[src/rtl/axi4l_obi_bridge.sv]
// Bridges the Ibex data port (req/gnt/rvalid) onto a single-outstanding AXI4-Lite master.
// An optional response timeout turns a hung slave into a bus error and drains the late response.
module axi4l_obi_bridge #(
    parameter int unsigned TIMEOUT = 0
) (
    input  logic        aclk,
    input  logic        areset,
    input  logic        data_req_i,
    output logic        data_gnt_o,
    input  logic        data_we_i,
    input  logic [3:0]  data_be_i,
    input  logic [31:0] data_addr_i,
    input  logic [31:0] data_wdata_i,
    output logic        data_rvalid_o,
    output logic [31:0] data_rdata_o,
    output logic        data_err_o,
    output logic [31:0] axi_awaddr,
    output logic [2:0]  axi_awprot,
    output logic        axi_awvalid,
    input  logic        axi_awready,
    output logic [31:0] axi_wdata,
    output logic [3:0]  axi_wstrb,
    output logic        axi_wvalid,
    input  logic        axi_wready,
    input  logic [1:0]  axi_bresp,
    input  logic        axi_bvalid,
    output logic        axi_bready,
    output logic [31:0] axi_araddr,
    output logic [2:0]  axi_arprot,
    output logic        axi_arvalid,
    input  logic        axi_arready,
    input  logic [31:0] axi_rdata,
    input  logic [1:0]  axi_rresp,
    input  logic        axi_rvalid,
    output logic        axi_rready
);

    localparam int CW = (TIMEOUT > 0) ? $clog2(TIMEOUT + 1) : 1;
    localparam logic [CW-1:0] TLIM = CW'((TIMEOUT > 0) ? TIMEOUT - 1 : 0);

    typedef enum logic [2:0] {IDLE, WADDR, WRESP, RADDR, RDATA, RESP, DRAIN} state_t;

    state_t         state_reg, state_next;
    logic [31:0]    addr_reg, wdata_reg, rdata_reg;
    logic [3:0]     be_reg;
    logic           we_reg, err_reg, timed_out_reg;
    logic           aw_done_reg, w_done_reg, ar_done_reg;
    logic [CW-1:0]  cnt_reg;

    logic aw_hs, w_hs, ar_hs, b_hs, r_hs, aw_fin, w_fin, busy, expire;

    assign aw_hs  = axi_awvalid && axi_awready;
    assign w_hs   = axi_wvalid && axi_wready;
    assign ar_hs  = axi_arvalid && axi_arready;
    assign b_hs   = axi_bvalid && axi_bready;
    assign r_hs   = axi_rvalid && axi_rready;
    assign aw_fin = aw_done_reg || aw_hs;
    assign w_fin  = w_done_reg || w_hs;
    assign busy   = (state_reg == WADDR) || (state_reg == WRESP) ||
                    (state_reg == RADDR) || (state_reg == RDATA);
    // >= rather than == so a timeout that coincides with a partial completion still fires later.
    assign expire = (TIMEOUT > 0) && busy && (cnt_reg >= TLIM);

    logic unused_bits;
    assign unused_bits = ^{axi_bresp[0], axi_rresp[0], data_addr_i[1:0]};

    always_ff @(posedge aclk or posedge areset) begin
        if (areset) state_reg <= IDLE;
        else        state_reg <= state_next;
    end

    always_comb begin
        state_next = state_reg;
        case (state_reg)
            IDLE:  if (data_gnt_o) state_next = data_we_i ? WADDR : RADDR;
            WADDR: if (aw_fin && w_fin) state_next = WRESP;
                   else if (expire)     state_next = RESP;
            WRESP: if (b_hs || expire) state_next = RESP;
            RADDR: if (ar_hs)       state_next = RDATA;
                   else if (expire) state_next = RESP;
            RDATA: if (r_hs || expire) state_next = RESP;
            RESP:  state_next = timed_out_reg ? DRAIN : IDLE;
            DRAIN: if (we_reg ? b_hs : r_hs) state_next = IDLE;
            default: state_next = IDLE;
        endcase
    end

    always_comb begin
        data_gnt_o    = (state_reg == IDLE) && data_req_i && !areset;
        data_rvalid_o = (state_reg == RESP);
        // After a timeout the AXI side is still owed its handshakes, so valids persist in DRAIN.
        axi_awvalid   = ((state_reg == WADDR) || ((state_reg == DRAIN) && we_reg)) && !aw_done_reg;
        axi_wvalid    = ((state_reg == WADDR) || ((state_reg == DRAIN) && we_reg)) && !w_done_reg;
        axi_arvalid   = ((state_reg == RADDR) || ((state_reg == DRAIN) && !we_reg)) && !ar_done_reg;
        axi_bready    = (state_reg == WRESP) || (state_reg == DRAIN);
        axi_rready    = (state_reg == RDATA) || (state_reg == DRAIN);
    end

    assign axi_awaddr   = addr_reg;
    assign axi_araddr   = addr_reg;
    assign axi_wdata    = wdata_reg;
    assign axi_wstrb    = be_reg;
    assign axi_awprot   = 3'b000;
    assign axi_arprot   = 3'b000;
    assign data_rdata_o = rdata_reg;
    assign data_err_o   = err_reg;

    always_ff @(posedge aclk or posedge areset) begin
        if (areset) begin
            addr_reg      <= '0;
            wdata_reg     <= '0;
            be_reg        <= '0;
            we_reg        <= 1'b0;
            rdata_reg     <= '0;
            err_reg       <= 1'b0;
            timed_out_reg <= 1'b0;
            aw_done_reg   <= 1'b0;
            w_done_reg    <= 1'b0;
            ar_done_reg   <= 1'b0;
            cnt_reg       <= '0;
        end else begin
            if (data_gnt_o) begin
                addr_reg      <= {data_addr_i[31:2], 2'b00};
                wdata_reg     <= data_wdata_i;
                be_reg        <= data_be_i;
                we_reg        <= data_we_i;
                timed_out_reg <= 1'b0;
                aw_done_reg   <= 1'b0;
                w_done_reg    <= 1'b0;
                ar_done_reg   <= 1'b0;
                cnt_reg       <= '0;
            end else begin
                if (aw_hs) aw_done_reg <= 1'b1;
                if (w_hs)  w_done_reg  <= 1'b1;
                if (ar_hs) ar_done_reg <= 1'b1;
                if (busy && (cnt_reg != '1)) cnt_reg <= cnt_reg + 1'b1;
            end
            if ((state_reg == WRESP) && b_hs) begin
                rdata_reg <= '0;
                err_reg   <= axi_bresp[1];
            end else if ((state_reg == RDATA) && r_hs) begin
                rdata_reg <= axi_rdata;
                err_reg   <= axi_rresp[1];
            end else if (expire && (state_next == RESP)) begin
                rdata_reg     <= '0;
                err_reg       <= 1'b1;
                timed_out_reg <= 1'b1;
            end
        end
    end

endmodule

[config.mk]
export PLATFORM = sky130hd
export DESIGN_NAME = axi4l_obi_bridge
export DESIGN_NICKNAME = d
export VERILOG_FILES = /design/src/rtl/axi4l_obi_bridge.sv
export SDC_FILE = /design/constraint.sdc
export NUM_CORES = 1
export LEC_CHECK = 0
export CORE_UTILIZATION = 42
export DETAILED_ROUTE_END_ITERATION = 6
export GPL_TIMING_DRIVEN = 0
export PLACE_DENSITY = 0.87
export SYNTH_ARGS = -nofsm -noshare
export SYNTH_HDL_FRONTEND = slang
export SYNTH_SLANG_ARGS = --single-unit
[constraint.sdc]
create_clock -name aclk -period 11.4 [get_ports aclk]
set_input_delay 2.85 -clock aclk [delete_from_list [all_inputs] [get_ports aclk]]
set_output_delay 2.85 -clock aclk [all_outputs]
set_load 0.005 [all_outputs]
# Word-level counts from Yosys, hierarchy flattened
# Cells that the tools add are included.
[word_totals]
wordCells = 73
regBits = 106
input_bits = 113
out_inout_bits = 146
[op_classes]
eq_ne = 12
mux = 19
n_reduce_logical = 32
[ops]
columns = ["operator", "n"]
rows = [
  ["$mux W32", 2],
  ["$mux W3", 6],
  ["$pmux W3 S6", 1],
  ["$logic_and A1 B1 Y1", 15],
  ["$ne A2 B2 Y1 const B", 6],
  ["$eq A3 B3 Y1 const B", 3],
  ["$mux W1", 9],
  ["$reduce_bool A2 Y1", 4],
  ["$eq A3 B2 Y1 const B", 2],
  ["$logic_or A1 B1 Y1", 6],
  ["$reduce_and A6 Y1", 1],
  ["$logic_not A1 Y1", 5],
  ["$eq A3 B1 Y1 const B", 1],
  ["$logic_not A3 Y1", 1],
  ["$mux W2", 1],
]

# Logic depth before layout (Yosys ltp)
[logic_depth]
word_depth = 9
ltp_mapped = 6
depth_no_buf = 4

# Worst setup path before layout
# OpenSTA, ideal clock, no wires.
[synth_path]
path_kind = "input to output"
start = "in areset"
end = "out data_gnt_o"
arrival_time_ps = 3680
setup_slack_ps = 4870
path_stages = 3
required_time_ps = 8550
n_path_buf = 1
path_cell_list = "nand2b_1 -> nor4_4 -> buf_6"
[synth_via]
elab_chain_len = 2
[synth_rtl]
columns = ["item", "line", "source"]
rows = [
  ["start: declaration", "7", "input logic areset,"],
  ["$logic_not A1 Y1 (no source line)", "-", ""],
  ["$logic_and A1 B1 Y1", "89", "data_gnt_o = (state_reg == IDLE) && data_req_i && !areset;"],
  ["end: declaration", "9", "output logic data_gnt_o,"],
]
# Every way passes these cells.

# Final worst setup path
# Ends and elaborated chain as after synthesis.

==> metrics.md <==
| Metric | Value |
|---|---|
| Worst r2r path cells | `4` |
| Die H | `107 µm` |
| Startpoint class of the critical path | `primary input` |
| CP Buf/Inv Count | `3` |
| Post-route insts no fill | `722` |
| Initial Utilization | `between 40% and 50%` |
| Maximum achievable frequency | `129 MHz` |
| Final instance area | `7460 µm²` |
| Internal Power | `1370 µW` |
| Seq/Total Area, Yosys | `between 50% and 60%` |
| Core box area | `10500 µm²` |
| Pleak | `0.00329 µW` |
| Hold_buf cts | `0` |
| Setup tns final | `0 ns` |
| Placed cells | `between 700 and 800` |
| #FFs+latches synth | `about 110` |
| Iter 0 DRT Violations | `roughly 200` |
| WHS Endpoint | `data_rdata_o[31]` |
| Synth cell types | `32` |
| Full die area | `11300 µm²` |
| Gp weighted congestion | `0.831` |
| TritonCTS clock tree | `yes` |
| CP dominant cell by count | `clkdlybuf4s50_1` |
| Combinational fraction of design power | `a little over half` |
| Worst-path clk slew | `0.10 ns` |
| RR Endpoint | `axi_araddr[31]` |
| Period utilisation layout | `~70%` |
| Share of layout cells above drive strength 1 | `23.9%` |
| Clock sink total | `approximately 110` |
| CP cell instances | `clkdlybuf4s50_1 > nand2b_1 > nor4_4 > buf_6 > clkdlybuf4s50_1` |
| Sequential power share | `35.8%` |
| IO buf count | `244` |
| First-pass GRT wire length | `18700 µm` |
| Avg Synthesized Cell Area | `14.5 µm²` |
| Hpwl dp | `9120 µm` |
| Synth Warn # | `0` |
| Post-DP Area | `a little over 7000 µm²` |
| Cells after synthesis | `316` |
| Share of the synthesized area in the top cell type | `57.8%` |
| Multi-input gate area | `1530 µm²` |
| Fin crit period | `roughly 7.8 ns` |
| Max-Cap Viols | `0` |
| Final Util | `between 70% and 80%` |
| Number of antenna violations at the first check in global routing | `0` |
| Setup crit end kind | `output port` |
| Worst R2R Setup Slack | `9.43 ns` |
| Post-Synthesis Cell Area | `4590 µm²` |
| Worst r2r src | `state_reg[0]` |
| Drt via density | `4.77` |
| Slowest-stage cell, CP | `nor4_4` |
| Post-synth ARST share | `100%` |
| CP delay by family, top | `buffers and inverters` |
| Vias in the first global route | `3556` |
| Clk pwr share | `between 10% and 20%` |
| Gr usage total | `21.7%` |
| Layout overhead on the synthesized area | `62.6%` |
| Die Span X | `107 µm` |
| Congestion Overflow GR | `0` |
| Final setup fails | `0` |
| Worst setup path class | `primary input to output port` |
| Root Driver | `clkbuf_8` |
| # rows | `37` |
| Post-CTS sizing | `0` |
| Post-DR wirelength/cell | `16.6 µm` |
| Reg area | `about 2700 µm²` |
| Min-Delay Path Class | `register to register` |
| Worst-Margin Slew | `0.810 ns` |
| Post-CTS setup buffers | `0` |
| I/O Pins | `259` |
| Final setup skew | `~0.010 ns` |
| Nets@finish | `694` |
| Hold path startpoint | `data_rdata_o[31]` |
| Clock Tree Buf Depth | `2` |
| CTS Buf Count | `9` |
| CP max FO | `10` |
| Switching share of power | `28.3%` |
| H-tree levels | `3` |
| CP required | `around 8.6 ns` |
| Antenna fix cells | `0` |
| Status | `completed` |
| Post-Route WL | `12000 µm` |
| Post-route ant nets | `0` |
| Drt pass-1 iters | `4` |
| Slew HR | `45.6%` |
| Main synth FF type | `dfrtp_1` |
| Clk Latency, worst-skew pair | `roughly 0.37 ns` |
| Yosys top cell by area | `dfrtp_1` |
| Largest net degree at the start of global routing | `67` |
| VDD IR max | `approximately 0.13 mV` |
| Via count | `3441` |
| Max stage delay on crit path | `approximately 0.64 ns` |
| RSZ-0062 raised after global routing | `false` |
| WP data arrival | `4.93 ns` |
| PD cells | `257 nW/µm²` |
| Final max-slew violation count | `0` |
| Count of flip-flops with a built-in enable after synthesis | `0` |
| Switch Pwr | `between 500 and 600 µW` |
| Worst hold stages | `1` |
| Largest cells by area after synthesis | `dfrtp_1, mux2_4, mux2_2, buf_4, a22o_1` |
| Fill cells | `704` |
| Final hold vios | `0` |
| DRC | `0` |
[per-stage QoR]
step	power, µW	hold WS [ns]	setup WS (ns)
CTS	1940	0.513	3.57
floorplan	1110	0.485	4.87
detailed placement	1700	0.480	3.57
finish	1920	0.507	3.62
global placement	1660	0.482	3.60
global route	2030	0.528	3.49
[logic make-up (layout without fill, tap and decap cells)]
logic type / after synthesis / count (layout) / synth area share (%)
AOI/OAI and AO/OA: 49 / 49 / 8.75
and+or+nand+nor: 31 / 31 / 3.74
muxes: 68 / 68 / 19.9
buffers and inverters: 61 / 322 / 9.71
other: 1 / 10 / 0.0817
DFF: 106 / 106 / 57.8
[synth_stat cells, types with 2 or more instances]
cell type and n:
dfrtp_1 106, buf_4 40, mux2_4 40, a22o_1 32, mux2_2 27, nor2_1 9, buf_6 8, nand2_1 7
a21oi_1 5, buf_2 5, nor2b_1 4, a32oi_1 3, buf_1 3, inv_1 3, nand2b_1 3, o21ai_0 3
clkbuf_1 2, nand3_1 2
[cells in the final DEF, fill, tap and decap left out, types with 2 or more instances in the layout]
master | netlist | layout
clkinv_4 | 0 | 2
o21ai_0 | 3 | 3
a21oi_1 | 5 | 5
mux2_2 | 27 | 27
clkdlybuf4s50_1 | 0 | 244
buf_6 | 8 | 8
dfrtp_1 | 106 | 106
clkinvlp_4 | 0 | 2
buf_2 | 5 | 5
buf_1 | 3 | 3
nand2_1 | 7 | 7
inv_1 | 3 | 2
mux2_4 | 40 | 40
nor2_1 | 9 | 9
a32oi_1 | 3 | 3
nand3_1 | 2 | 2
conb_1 | 1 | 10
nand2b_1 | 3 | 3
a22o_1 | 32 | 32
clkbuf_8 | 0 | 9
buf_4 | 40 | 40
clkbuf_1 | 2 | 3
nor2b_1 | 4 | 4
[layout make-up]
class	count	share of cell area, %
Buffer	58	5.82
Clock buffer	10	1.71
Clock inverter	6	0.906
Inverter	3	0.184
Multi-Input combinational cell	158	20.4
Sequential cell	106	35.6
Tap cell	136	2.28
Timing Repair Buffer	245	33.1
[power groups by stage]
stage                     combinational, µW  clock (µW)  sequential (µW)
after global routing                   1070         252              709
after floorplan                         419           0              686
after global placement                  984           0              680
after CTS                              1010         239              687
after detailed placement               1010           0              689
final                                  1000         230              686
[worst max-delay path by stage]
stage | start | to | cells past startpoint
after floorplan | areset | data_gnt_o | 3
after global placement | areset | data_gnt_o | 5
after detailed placement | areset | data_gnt_o | 5
after CTS | areset | data_gnt_o | 5
after global routing | areset | data_gnt_o | 5
final | areset | data_gnt_o | 5
[metal layers]
metal,share of wire (%),track usage (%),up-vias
li1,-,-,1597
met2,51,37.5,176
met4,2.3,9.00,0
met5,0,0,-
met1,40,26.0,1646
met3,7.3,5.09,22
Power figures use the tool's default switching activity.
